`src/rtl/led_cal_pkg.sv`:
```
// Shared state encoding and default calibration constants for the LED
// calibration controller and its windowed min/max tracker.
package led_cal_pkg;

  typedef logic [2:0] state_t;

  localparam state_t S_IDLE     = 3'd0;
  localparam state_t S_DC_MEAS  = 3'd1;
  localparam state_t S_DC_ADJ   = 3'd2;
  localparam state_t S_PGA_MEAS = 3'd3;
  localparam state_t S_PGA_ADJ  = 3'd4;
  localparam state_t S_NEXT_CH  = 3'd5;
  localparam state_t S_OPERATE  = 3'd6;

  localparam int DEF_DC_WIN    = 10;
  localparam int DEF_PGA_WIN   = 50;
  localparam int DEF_SLOT      = 10;
  localparam int DEF_DC_LO     = 110;
  localparam int DEF_DC_HI     = 140;
  localparam int DEF_CLIP_LO   = 5;
  localparam int DEF_CLIP_HI   = 250;
  localparam int DEF_DC_INIT   = 64;
  localparam int DEF_DRIVE_VAL = 10;

  function automatic int max_int(input int a, input int b);
    return (a > b) ? a : b;
  endfunction

endpackage

```
`src/rtl/led_cal_controller_minmax_window.sv`:
```
// Windowed min/max tracker: clear loads the window length, each enabled
// sample updates min/max and counts down; done flags the final sample.
module minmax_window #(
  parameter int W     = 8,
  parameter int CNT_W = 6
) (
  input  logic             clk,
  input  logic             rst_n,
  input  logic             clear,
  input  logic             en,
  input  logic [CNT_W-1:0] win_len,
  input  logic [W-1:0]     sample,
  output logic [W-1:0]     win_min,
  output logic [W-1:0]     win_max,
  output logic             done
);

  logic [CNT_W-1:0] cnt;

  // Combinational so the FSM leaves the measure state right after the last sample.
  assign done = en && (cnt == CNT_W'(1));

  always_ff @(posedge clk) begin
    if (!rst_n) begin
      win_min <= '1;
      win_max <= '0;
      cnt     <= '0;
    end else if (clear) begin
      win_min <= '1;
      win_max <= '0;
      cnt     <= win_len;
    end else if (en) begin
      if (sample < win_min) win_min <= sample;
      if (sample > win_max) win_max <= sample;
      if (cnt != '0) cnt <= cnt - CNT_W'(1);
    end
  end

endmodule

```
`src/rtl/led_cal_controller.sv`:
```
// Per-channel DC compensation and PGA gain calibration, then round-robin
// LED operation with one ADC capture per slot.
//
// state      | meaning
// IDLE       | dark, waiting for Find_setting
// DC_MEAS    | min/max over DC window for current channel
// DC_ADJ     | step DC_Comp toward band, or store it
// PGA_MEAS   | min/max over PGA window at current gain
// PGA_ADJ    | raise gain, or store last unclipped gain
// NEXT_CH    | advance channel or enter OPERATE
// OPERATE    | round-robin slots with stored codes
module led_cal_controller
  import led_cal_pkg::*;
#(
  parameter int N_CH      = 2,
  parameter int ADC_W     = 8,
  parameter int DC_W      = 7,
  parameter int PGA_W     = 4,
  parameter int DC_WIN    = DEF_DC_WIN,
  parameter int PGA_WIN   = DEF_PGA_WIN,
  parameter int SLOT      = DEF_SLOT,
  parameter int DC_LO     = DEF_DC_LO,
  parameter int DC_HI     = DEF_DC_HI,
  parameter int CLIP_LO   = DEF_CLIP_LO,
  parameter int CLIP_HI   = DEF_CLIP_HI,
  parameter int DC_INIT   = DEF_DC_INIT,
  parameter int DRIVE_VAL = DEF_DRIVE_VAL
) (
  input  logic                   CLK,
  input  logic                   rst_n,
  input  logic [ADC_W-1:0]       ADC,
  input  logic                   Find_setting,
  output logic [N_CH-1:0]        LED_EN,
  output logic [3:0]             LED_DRIVE,
  output logic [DC_W-1:0]        DC_Comp,
  output logic [PGA_W-1:0]       PGA_Gain,
  output logic                   CLK_Filter,
  output logic                   Cal_done,
  output logic                   Cal_fail,
  output logic [N_CH*ADC_W-1:0]  ADC_Value,
  output logic [N_CH-1:0]        Value_valid
);

  localparam int CNT_W  = $clog2(max_int(DC_WIN, PGA_WIN) + 1);
  localparam int SLOT_W = $clog2(SLOT + 1);
  localparam int CH_W   = (N_CH > 1) ? $clog2(N_CH) : 1;

  localparam logic [ADC_W:0]   LO_V      = (ADC_W+1)'(DC_LO);
  localparam logic [ADC_W:0]   HI_V      = (ADC_W+1)'(DC_HI);
  localparam logic [ADC_W-1:0] CLIP_LO_V = ADC_W'(CLIP_LO);
  localparam logic [ADC_W-1:0] CLIP_HI_V = ADC_W'(CLIP_HI);
  localparam logic [DC_W-1:0]  INIT_V    = DC_W'(DC_INIT);
  localparam logic [CH_W-1:0]  LAST_CH   = CH_W'(N_CH - 1);
  localparam logic [N_CH-1:0]  LED0      = N_CH'(1);

  state_t            state, nxt;
  logic [CH_W-1:0]   ch, ch_nxt;
  logic              last_ch;
  logic [SLOT_W-1:0] slot_cnt;
  logic              fs_q, fs_rise;
  logic [DC_W-1:0]   dc_store  [N_CH];
  logic [PGA_W-1:0]  pga_store [N_CH];

  logic              mm_clear, mm_en, mm_done;
  logic [CNT_W-1:0]  mm_len;
  logic [ADC_W-1:0]  mm_min, mm_max;
  logic [ADC_W:0]    avg;
  logic              dc_lo, dc_hi, dc_sat, clipped, gain_max;

  minmax_window #(.W(ADC_W), .CNT_W(CNT_W)) u_window (
    .clk     (CLK),
    .rst_n   (rst_n),
    .clear   (mm_clear),
    .en      (mm_en),
    .win_len (mm_len),
    .sample  (ADC),
    .win_min (mm_min),
    .win_max (mm_max),
    .done    (mm_done)
  );

  assign LED_DRIVE = 4'(DRIVE_VAL);
  assign Cal_done  = (state == S_OPERATE);

  always_comb begin
    avg      = ({1'b0, mm_max} + {1'b0, mm_min}) >> 1;
    dc_lo    = avg < LO_V;
    dc_hi    = avg > HI_V;
    dc_sat   = (dc_lo && DC_Comp == '0) || (dc_hi && DC_Comp == '1);
    clipped  = (mm_min <= CLIP_LO_V) || (mm_max >= CLIP_HI_V);
    gain_max = (PGA_Gain == '1);
    fs_rise  = Find_setting && !fs_q;
    last_ch  = (ch == LAST_CH);
    ch_nxt   = last_ch ? '0 : ch + CH_W'(1);
    mm_en    = Find_setting && (state == S_DC_MEAS || state == S_PGA_MEAS);

    nxt = state;
    case (state)
      S_IDLE:     if (Find_setting) nxt = S_DC_MEAS;
      S_DC_MEAS:  if (mm_done) nxt = S_DC_ADJ;
      S_DC_ADJ:   if (Find_setting) nxt = ((dc_lo || dc_hi) && !dc_sat) ? S_DC_MEAS : S_PGA_MEAS;
      S_PGA_MEAS: if (mm_done) nxt = S_PGA_ADJ;
      S_PGA_ADJ:  if (Find_setting) nxt = (!clipped && !gain_max) ? S_PGA_MEAS : S_NEXT_CH;
      S_NEXT_CH:  if (Find_setting) nxt = last_ch ? S_OPERATE : S_DC_MEAS;
      S_OPERATE:  if (fs_rise) nxt = S_DC_MEAS;
      default:    nxt = S_IDLE;
    endcase

    // A fresh window starts only on entry; a frozen ADJ state keeps its min/max.
    mm_clear = (nxt == S_DC_MEAS || nxt == S_PGA_MEAS) &&
               !(state == S_DC_MEAS || state == S_PGA_MEAS);
    mm_len   = (nxt == S_PGA_MEAS) ? CNT_W'(PGA_WIN) : CNT_W'(DC_WIN);
  end

  always_ff @(posedge CLK) begin
    if (!rst_n) begin
      state       <= S_IDLE;
      ch          <= '0;
      slot_cnt    <= '0;
      fs_q        <= 1'b0;
      LED_EN      <= '0;
      DC_Comp     <= INIT_V;
      PGA_Gain    <= '0;
      CLK_Filter  <= 1'b0;
      Cal_fail    <= 1'b0;
      ADC_Value   <= '0;
      Value_valid <= '0;
      for (int i = 0; i < N_CH; i++) begin
        dc_store[i]  <= '0;
        pga_store[i] <= '0;
      end
    end else begin
      CLK_Filter  <= ~CLK_Filter;
      fs_q        <= Find_setting;
      Value_valid <= '0;
      state       <= nxt;
      case (state)
        S_IDLE: if (Find_setting) begin
          ch       <= '0;
          LED_EN   <= LED0;
          DC_Comp  <= INIT_V;
          PGA_Gain <= '0;
        end
        S_DC_ADJ: if (Find_setting) begin
          if (dc_lo && !dc_sat)      DC_Comp <= DC_Comp - DC_W'(1);
          else if (dc_hi && !dc_sat) DC_Comp <= DC_Comp + DC_W'(1);
          else begin
            dc_store[ch] <= DC_Comp;
            PGA_Gain     <= '0;
            if (dc_sat) Cal_fail <= 1'b1;
          end
        end
        S_PGA_ADJ: if (Find_setting) begin
          if (clipped)       pga_store[ch] <= (PGA_Gain == '0) ? '0 : PGA_Gain - PGA_W'(1);
          else if (gain_max) pga_store[ch] <= PGA_Gain;
          else               PGA_Gain      <= PGA_Gain + PGA_W'(1);
        end
        S_NEXT_CH: if (Find_setting) begin
          ch     <= ch_nxt;
          LED_EN <= LED0 << ch_nxt;
          if (last_ch) begin
            DC_Comp  <= dc_store[0];
            PGA_Gain <= pga_store[0];
            slot_cnt <= SLOT_W'(SLOT);
          end else begin
            DC_Comp  <= INIT_V;
            PGA_Gain <= '0;
          end
        end
        S_OPERATE: begin
          if (fs_rise) begin
            ch       <= '0;
            LED_EN   <= LED0;
            DC_Comp  <= INIT_V;
            PGA_Gain <= '0;
            Cal_fail <= 1'b0;
          end else if (slot_cnt == SLOT_W'(1)) begin
            ADC_Value[int'(ch)*ADC_W +: ADC_W] <= ADC;
            Value_valid[ch] <= 1'b1;
            ch       <= ch_nxt;
            LED_EN   <= LED0 << ch_nxt;
            DC_Comp  <= dc_store[ch_nxt];
            PGA_Gain <= pga_store[ch_nxt];
            slot_cnt <= SLOT_W'(SLOT);
          end else begin
            slot_cnt <= slot_cnt - SLOT_W'(1);
          end
        end
        default: ;
      endcase
    end
  end

endmodule

```
`config.mk`:
```
export PLATFORM = sky130hd
export DESIGN_NAME = led_cal_controller
export DESIGN_NICKNAME = d
export VERILOG_FILES = /design/src/rtl/led_cal_pkg.sv /design/src/rtl/led_cal_controller_minmax_window.sv /design/src/rtl/led_cal_controller.sv
export SDC_FILE = /design/constraint.sdc
export NUM_CORES = 1
export LEC_CHECK = 0
export ABC_CLOCK_PERIOD_IN_PS = 4200
export BUFFER_PORTS_ARGS = -buffer_cell sky130_fd_sc_hd__buf_2
export CORE_MARGIN = 10
export CORE_UTILIZATION = 25
export CTS_CLUSTER_SIZE = 28
export DETAILED_ROUTE_END_ITERATION = 6
export PLACE_DENSITY_LB_ADDON = 0.08
export SLEW_MARGIN = 10
export SYNTH_ARGS = -nofsm -noshare
export SYNTH_HDL_FRONTEND = slang
export SYNTH_SLANG_ARGS = --single-unit
```
`constraint.sdc`:
```
create_clock -name CLK -period 4.2 [get_ports CLK]
set_clock_uncertainty 0.1 [all_clocks]
set_input_delay 0.63 -clock CLK [delete_from_list [all_inputs] [get_ports CLK]]
set_output_delay 0.63 -clock CLK [all_outputs]
set_load 0.005 [all_outputs]
```
-- Word-level counts from Yosys, hierarchy flattened
Memories as Yosys holds them, arrays and structs flattened.
Cells that the tools add are included.
- register bits after elaboration: 64
- bits in writable memories: 22
- input bits: 11
- output and inout bits: 38
- logic and storage cells: 200
- memories: 2
- add/subtract/negate cells: 9
- $lt $le $gt $ge: 8
- equal/unequal tests: 26
- shift-type cells: 3
- mux-type cells: 87
- bitwise gates (word level): 6
- reductions and logical operators: 45
- memory list (name ; words ; width ; read ports ; clocked after Yosys merged registers in ; wr ports ; line ; RTL):
    dc_store ; 2 ; 7 ; 2 ; 0 ; 2 ; led_cal_controller.sv:61 ; logic [DC_W-1:0] dc_store [N_CH];
    pga_store ; 2 ; 4 ; 2 ; 0 ; 2 ; led_cal_controller.sv:62 ; logic [PGA_W-1:0] pga_store [N_CH];
- operators with widths (operator ; number):
    2-to-1 mux 4 bit ; 18
    2-to-1 mux 7 bit ; 9
    2-to-1 mux 1 bit ; 33
    negator 4 -> 33 bit ; 1
    variable shift 8 x 33 -> 16 bit (first input constant) ; 1
    variable part select 8 x 33 -> 16 bit ; 1
    case mux 7 bit (4 select lines) ; 1
    2-to-1 mux 3 bit ; 9
    2-to-1 mux 6 bit ; 4
    inequality test 2 bit (second input constant) ; 11
    case mux 3 bit (7 select lines) ; 1
    case mux 4 bit (5 select lines) ; 1
    bitwise mux 16 bit ; 1
    AND reduction 6 bit ; 2
    logical AND 1 bit ; 11
    2-to-1 mux 2 bit ; 5
    AND reduction 10 bit ; 1
    adder 8 x 8 -> 9 bit ; 1
    == test 3 x 2 -> 1 bit (second input constant) ; 3
    == test 3 bit (second input constant) ; 3
    greater-or-equal comparator 8 bit (second input constant) ; 1
    greater-than comparator 8 bit ; 1
    greater-than comparator 8 bit (second input constant) ; 1
    <= comparator 8 x 3 -> 1 bit (second input constant) ; 1
    other kinds (42) ; 63

-- Logic depth before layout (Yosys ltp)
- depth after elaboration: 14
- mapped depth: 17
- mapped depth without buffers: 17

-- Modules after synthesis
A second synthesis with hierarchy kept.
- cells, all modules: 603
- area, all modules: 5326.4 µm²
- modules (own cells, without submodules) (module ; times used ; cells each ; area an instance (µm²)):
    led_cal_controller ; 1 ; 440 ; 3880.0
    minmax_window ; 1 ; 163 ; 1446.4

-- Worst setup path before layout
No wires, ideal clock.
- kind: register to register
- from: register u_window.win_min[1]
- to: register DC_Comp[6]
- data arrival time: 3615 ps
- path slack: 410 ps
- stages on the path, launching flop included: 18
- clock period less this slack: 3790 ps
- cell sequence: dfxtp_1 -> inv_1 -> fa_1 -> nand2b_1 -> nor2b_1 -> o41ai_1 -> o21bai_1 -> a211o_1 -> and2_1 -> fa_1 -> a21o_1 -> a21oi_1 -> o21bai_1 -> a21oi_1 -> xor2_1 -> and3_1 -> o21ai_0 -> a31oi_1
- longest elaborated chain between the ends: 9
- RTL lines (what ; line ; RTL):
    start: declaration ; led_cal_controller_minmax_window.sv:13 ; output logic [W-1:0] win_min,
    start signal: assignment ; led_cal_controller_minmax_window.sv:33 ; if (sample < win_min) win_min <= sample;
    adder 8 x 8 -> 9 bit * ; led_cal_controller.sv:86 ; avg = ({1'b0, mm_max} + {1'b0, mm_min}) >> 1;
    less-than comparator 8 x 7 -> 1 bit / greater-than comparator 8 bit (equally long branches) ; led_cal_controller.sv:87, led_cal_controller.sv:88 ;
    logical AND 1 bit ; led_cal_controller.sv:89 ; dc_sat = (dc_lo && DC_Comp == '0) || (dc_hi && DC_Comp == '1);
    logical OR 1 bit ; led_cal_controller.sv:89 ;
    zero test 1 bit ; led_cal_controller.sv:145, led_cal_controller.sv:146 ;
    logical AND 1 bit ; led_cal_controller.sv:145 ; if (dc_lo && !dc_sat) DC_Comp <= DC_Comp - DC_W'(1);
    2-to-1 mux 7 bit ; led_cal_controller.sv:145 ;
    2-to-1 mux 7 bit ; led_cal_controller.sv:144 ; S_DC_ADJ: if (Find_setting) begin
    case mux 7 bit (4 select lines) ; led_cal_controller.sv:137 ; case (state)
    end signal: assignment ; led_cal_controller.sv:145 ;
    end signal: assignment ; led_cal_controller.sv:146 ; else if (dc_hi && !dc_sat) DC_Comp <= DC_Comp + DC_W'(1);
    end signal: assignment ; led_cal_controller.sv:162 ; DC_Comp <= dc_store[0];
    end: declaration ; led_cal_controller.sv:35 ; output logic [DC_W-1:0] DC_Comp,
Mark *: on every way between the ends. The rest lies on a longest branch, timed or not. The select of a mux whose other input is x is not followed.
A chain may end at the register's enable or synchronous reset.

-- Worst setup path in the final report
Ends and elaborated chain as after synthesis.

==> results.yml <==
sta:
  tightest_slew_ns: 0.935
  timing.hold.ws_ns: 0.311
  fmax_mhz: 256
  hold_viol: 0
  setup_viol: 0
  fin_crit_ns: 3.91
  max_slew_margin: 0.374
  maxSlewViolCount: 0
  setup_tns_ns: 0
  layout_setup_ws_ns: 0.290
  min_period_over_period: 0.931
  rsz0062_at_grt: "false"
grt:
  grt.total_usage: 0.117
  grt_overflow: 0
  grt_pass1_wl_um: 24200
  grt_max_degree: 22
  grt_pass1_vias: 4306
  antenna_found_initial: 1
synth:
  syn_avg_cell_area_um2: 9.01
  ys_warn_count: 0
  yosysMostFrequentCell: "nor2_1"
  ys_top_cells_by_area: "dfxtp_1, edfxtp_1, ha_1, nor2_1, mux2i_1"
  async_flop_share: 0
  synth_top_flop_cell: "dfxtp_1"
  synth.top_cell.area_share: 0.254
  synth.distinct_cells: 66
  synthesis.area_um2: 4960
  ys_ff_latch: 85
  seq_area_frac_synth: 0.387
  synthTopCellsByCount: "nor2_1, dfxtp_1, inv_1"
  synth_edf_count: 22
  syn_inst: 551
  synth.largest_area_cell: "dfxtp_1"
clock_tree:
  h-tree-depth: 3
  cts_buffers: 9
  cts_root_buffer: "clkbuf_16"
  cts_tree: "built"
  cts.sinks: 85
  clock_path_buffers: 2
  clk_latency_ns: 0.35
  clk_pin_slew_ns: 0.07
  ctsHoldBuffers: 0
power_and_ir_drop:
  p_total_w: 0.00212
  p_per_area_nw_per_um2: 361
  peakVddDrop_mv: 0.165
  leakagePower_nw: 2.48
routing:
  via_per_inst: 4.95
  wl_met2_um: 7400
  met3_length_um: 597
  route.vias.total: 4315
  m1WireLength_um: 7060
  first_pass_iters: 7
  drt-total-wl_um: 15200
  maxUsedRoutingLayer: "met5"
  drt_iter0_drc: 340
  final_antenna_net_count: 0
  remaining_drc_errors: 0
  wire_per_inst_um: 17.5
floorplan:
  fp.dieH_um: 161
  rows: 51
  dieArea_um2: 25900
  core_um2: 19500
  ioPinCount: 49
  start_util: 0.254
  die_x_um: 161
cells_and_area:
  drive_above_1_share: 0.153
  layout.nets: 648
  syn2layout_area_growth_pct: 18.7
  diodes: 0
  instances_no_fill: 871
flow_run:
  drv_cap: 0
worst_setup_path:
  crit_path_end_kind: "register"
  cpPeakStageDelay_ns: 0.46
  crit_path_top_delay_cell: "fa_1"
  arrival_ns: 4.09
  cp_cell_sequence: "inv_1 -> fa_1 -> nand2b_4 -> nor2b_1 -> o41ai_2 -> o21bai_1 -> a211o_1 -> and2_2 -> fa_1 -> a21o_1 -> a21oi_2 -> o21bai_1 -> a21oi_2 -> xor2_1 -> and3_1 -> o21ai_0 -> a31oi_1"
  path_class: "register to register"
  critical_path_required_ns: 4.38
  worst-path-max-fanout: 6
  path_buf_inv: 1
  cp-start-kind: "register"
  critPathTopFamily: "compound AO/OA/AOI/OAI gates"
placement:
  dp.cells: 854
  gp_congestion: 0.803
  dp_hpwl_um: 11300
  io_buffers: 44
  dp_slack_ns: 0.123
run_status:
  run_status: "completed"
worst_hold_path:
  hp-class: "register to register"
## final timing paths
check                      startpoint          to  slack (ns)  cells after the start
setup / recovery  u_window.win_min[1]  DC_Comp[6]        0.29                     17
hold / removal             CLK_Filter  CLK_Filter        0.31                      1
hold reg to reg            CLK_Filter  CLK_Filter        0.31                      1
setup reg to reg  u_window.win_min[1]  DC_Comp[6]        0.29                     17
## flip-flops by register name, summed over array words and instances (netlist names), 2 cells and up
name / count
u_window.win_max: 8
DC_Comp: 7
dc_store: 14
u_window.win_min: 8
u_window.cnt: 6
slot_cnt: 4
pga_store: 8
PGA_Gain: 4
LED_EN: 2
Value_valid: 2
state: 3
ADC_Value: 16
## worst register-to-register path, delay by kind of cell (launching register included)
family / cells / cell delay [ns]
compound gates: 9 / 1.51
fa+ha+maj: 2 / 0.87
simple gates: 4 / 0.71
flops: 1 / 0.36
xor+xnor: 1 / 0.19
buf+inv: 1 / 0.10
## per-layer routing
layer | global-route usage | vias up
li1 | - | 2135
met1 | 0.145 | 2078
met2 | 0.198 | 87
met3 | 0.0212 | 13
met4 | 0.0372 | 2
met5 | 0 | -
## layout make-up
| cell class | instances | area [um^2] |
|---|---|---|
| clock buffers | 10 | 250 |
| clock inverters | 6 | 72.6 |
| fillers | 2069 | 13600 |
| multi-input cells | 408 | 2830 |
| inverters | 36 | 135 |
| flip-flops and latches | 85 | 1920 |
| repair buffers | 61 | 348 |
| well taps | 265 | 332 |
## report_power, final
part / leakage (nW) / internal (W) / switching, W
Sequential: 0.739 / 0.000864 / 0.0000305
Combinational: 1.58 / 0.000136 / 0.000205
Clock: 0.161 / 0.000508 / 0.000381
## per-stage QoR
step,instance area [um^2],utilization
after floorplan,4970,-
after global placement,5530,0.283
after detailed placement,5530,0.283
after CTS,5850,0.300
after global routing,5890,0.302
final,5890,0.302
## kinds of logic (layout without fill, tap and decap cells)
logic type,Yosys count,after routing,synth area share
AO/OA/AOI/OAI,145,145,0.213
XOR/XNOR,10,10,0.0176
adder cells (fa/ha/maj),36,36,0.0938
buffers and inverters,60,113,0.0502
flip-flops,85,85,0.387
multiplexers,23,23,0.0464
other,2,4,0.00151
AND/OR/NAND/NOR,190,190,0.190
## placed cells by master, fill, tap and decap left out, drive strengths merged, types with 6 or more instances in the layout
cell type	Yosys	final
nand4	7	7
a222oi	9	9
buf	10	61
o211ai	20	20
o21ai	17	17
clkbuf	14	10
nand2	31	31
nor4	10	10
nor2	73	73
a21o	11	11
and2	17	17
edfxtp	22	22
xor2	6	6
mux2i	23	23
a311oi	8	8
a21oi	32	32
nor3	10	10
a221oi	8	8
or3	7	7
ha	34	34
nor2b	7	7
inv	35	39
dfxtp	63	63
nand2b	9	9
## repair_timing
item / 4_1_cts / 5_1_grt
endpoints found under the setup margin: 0 / 3
buffers inserted: 0 / 1
gates resized for setup: 0 / 8
(Power assumes the default switching activity.)
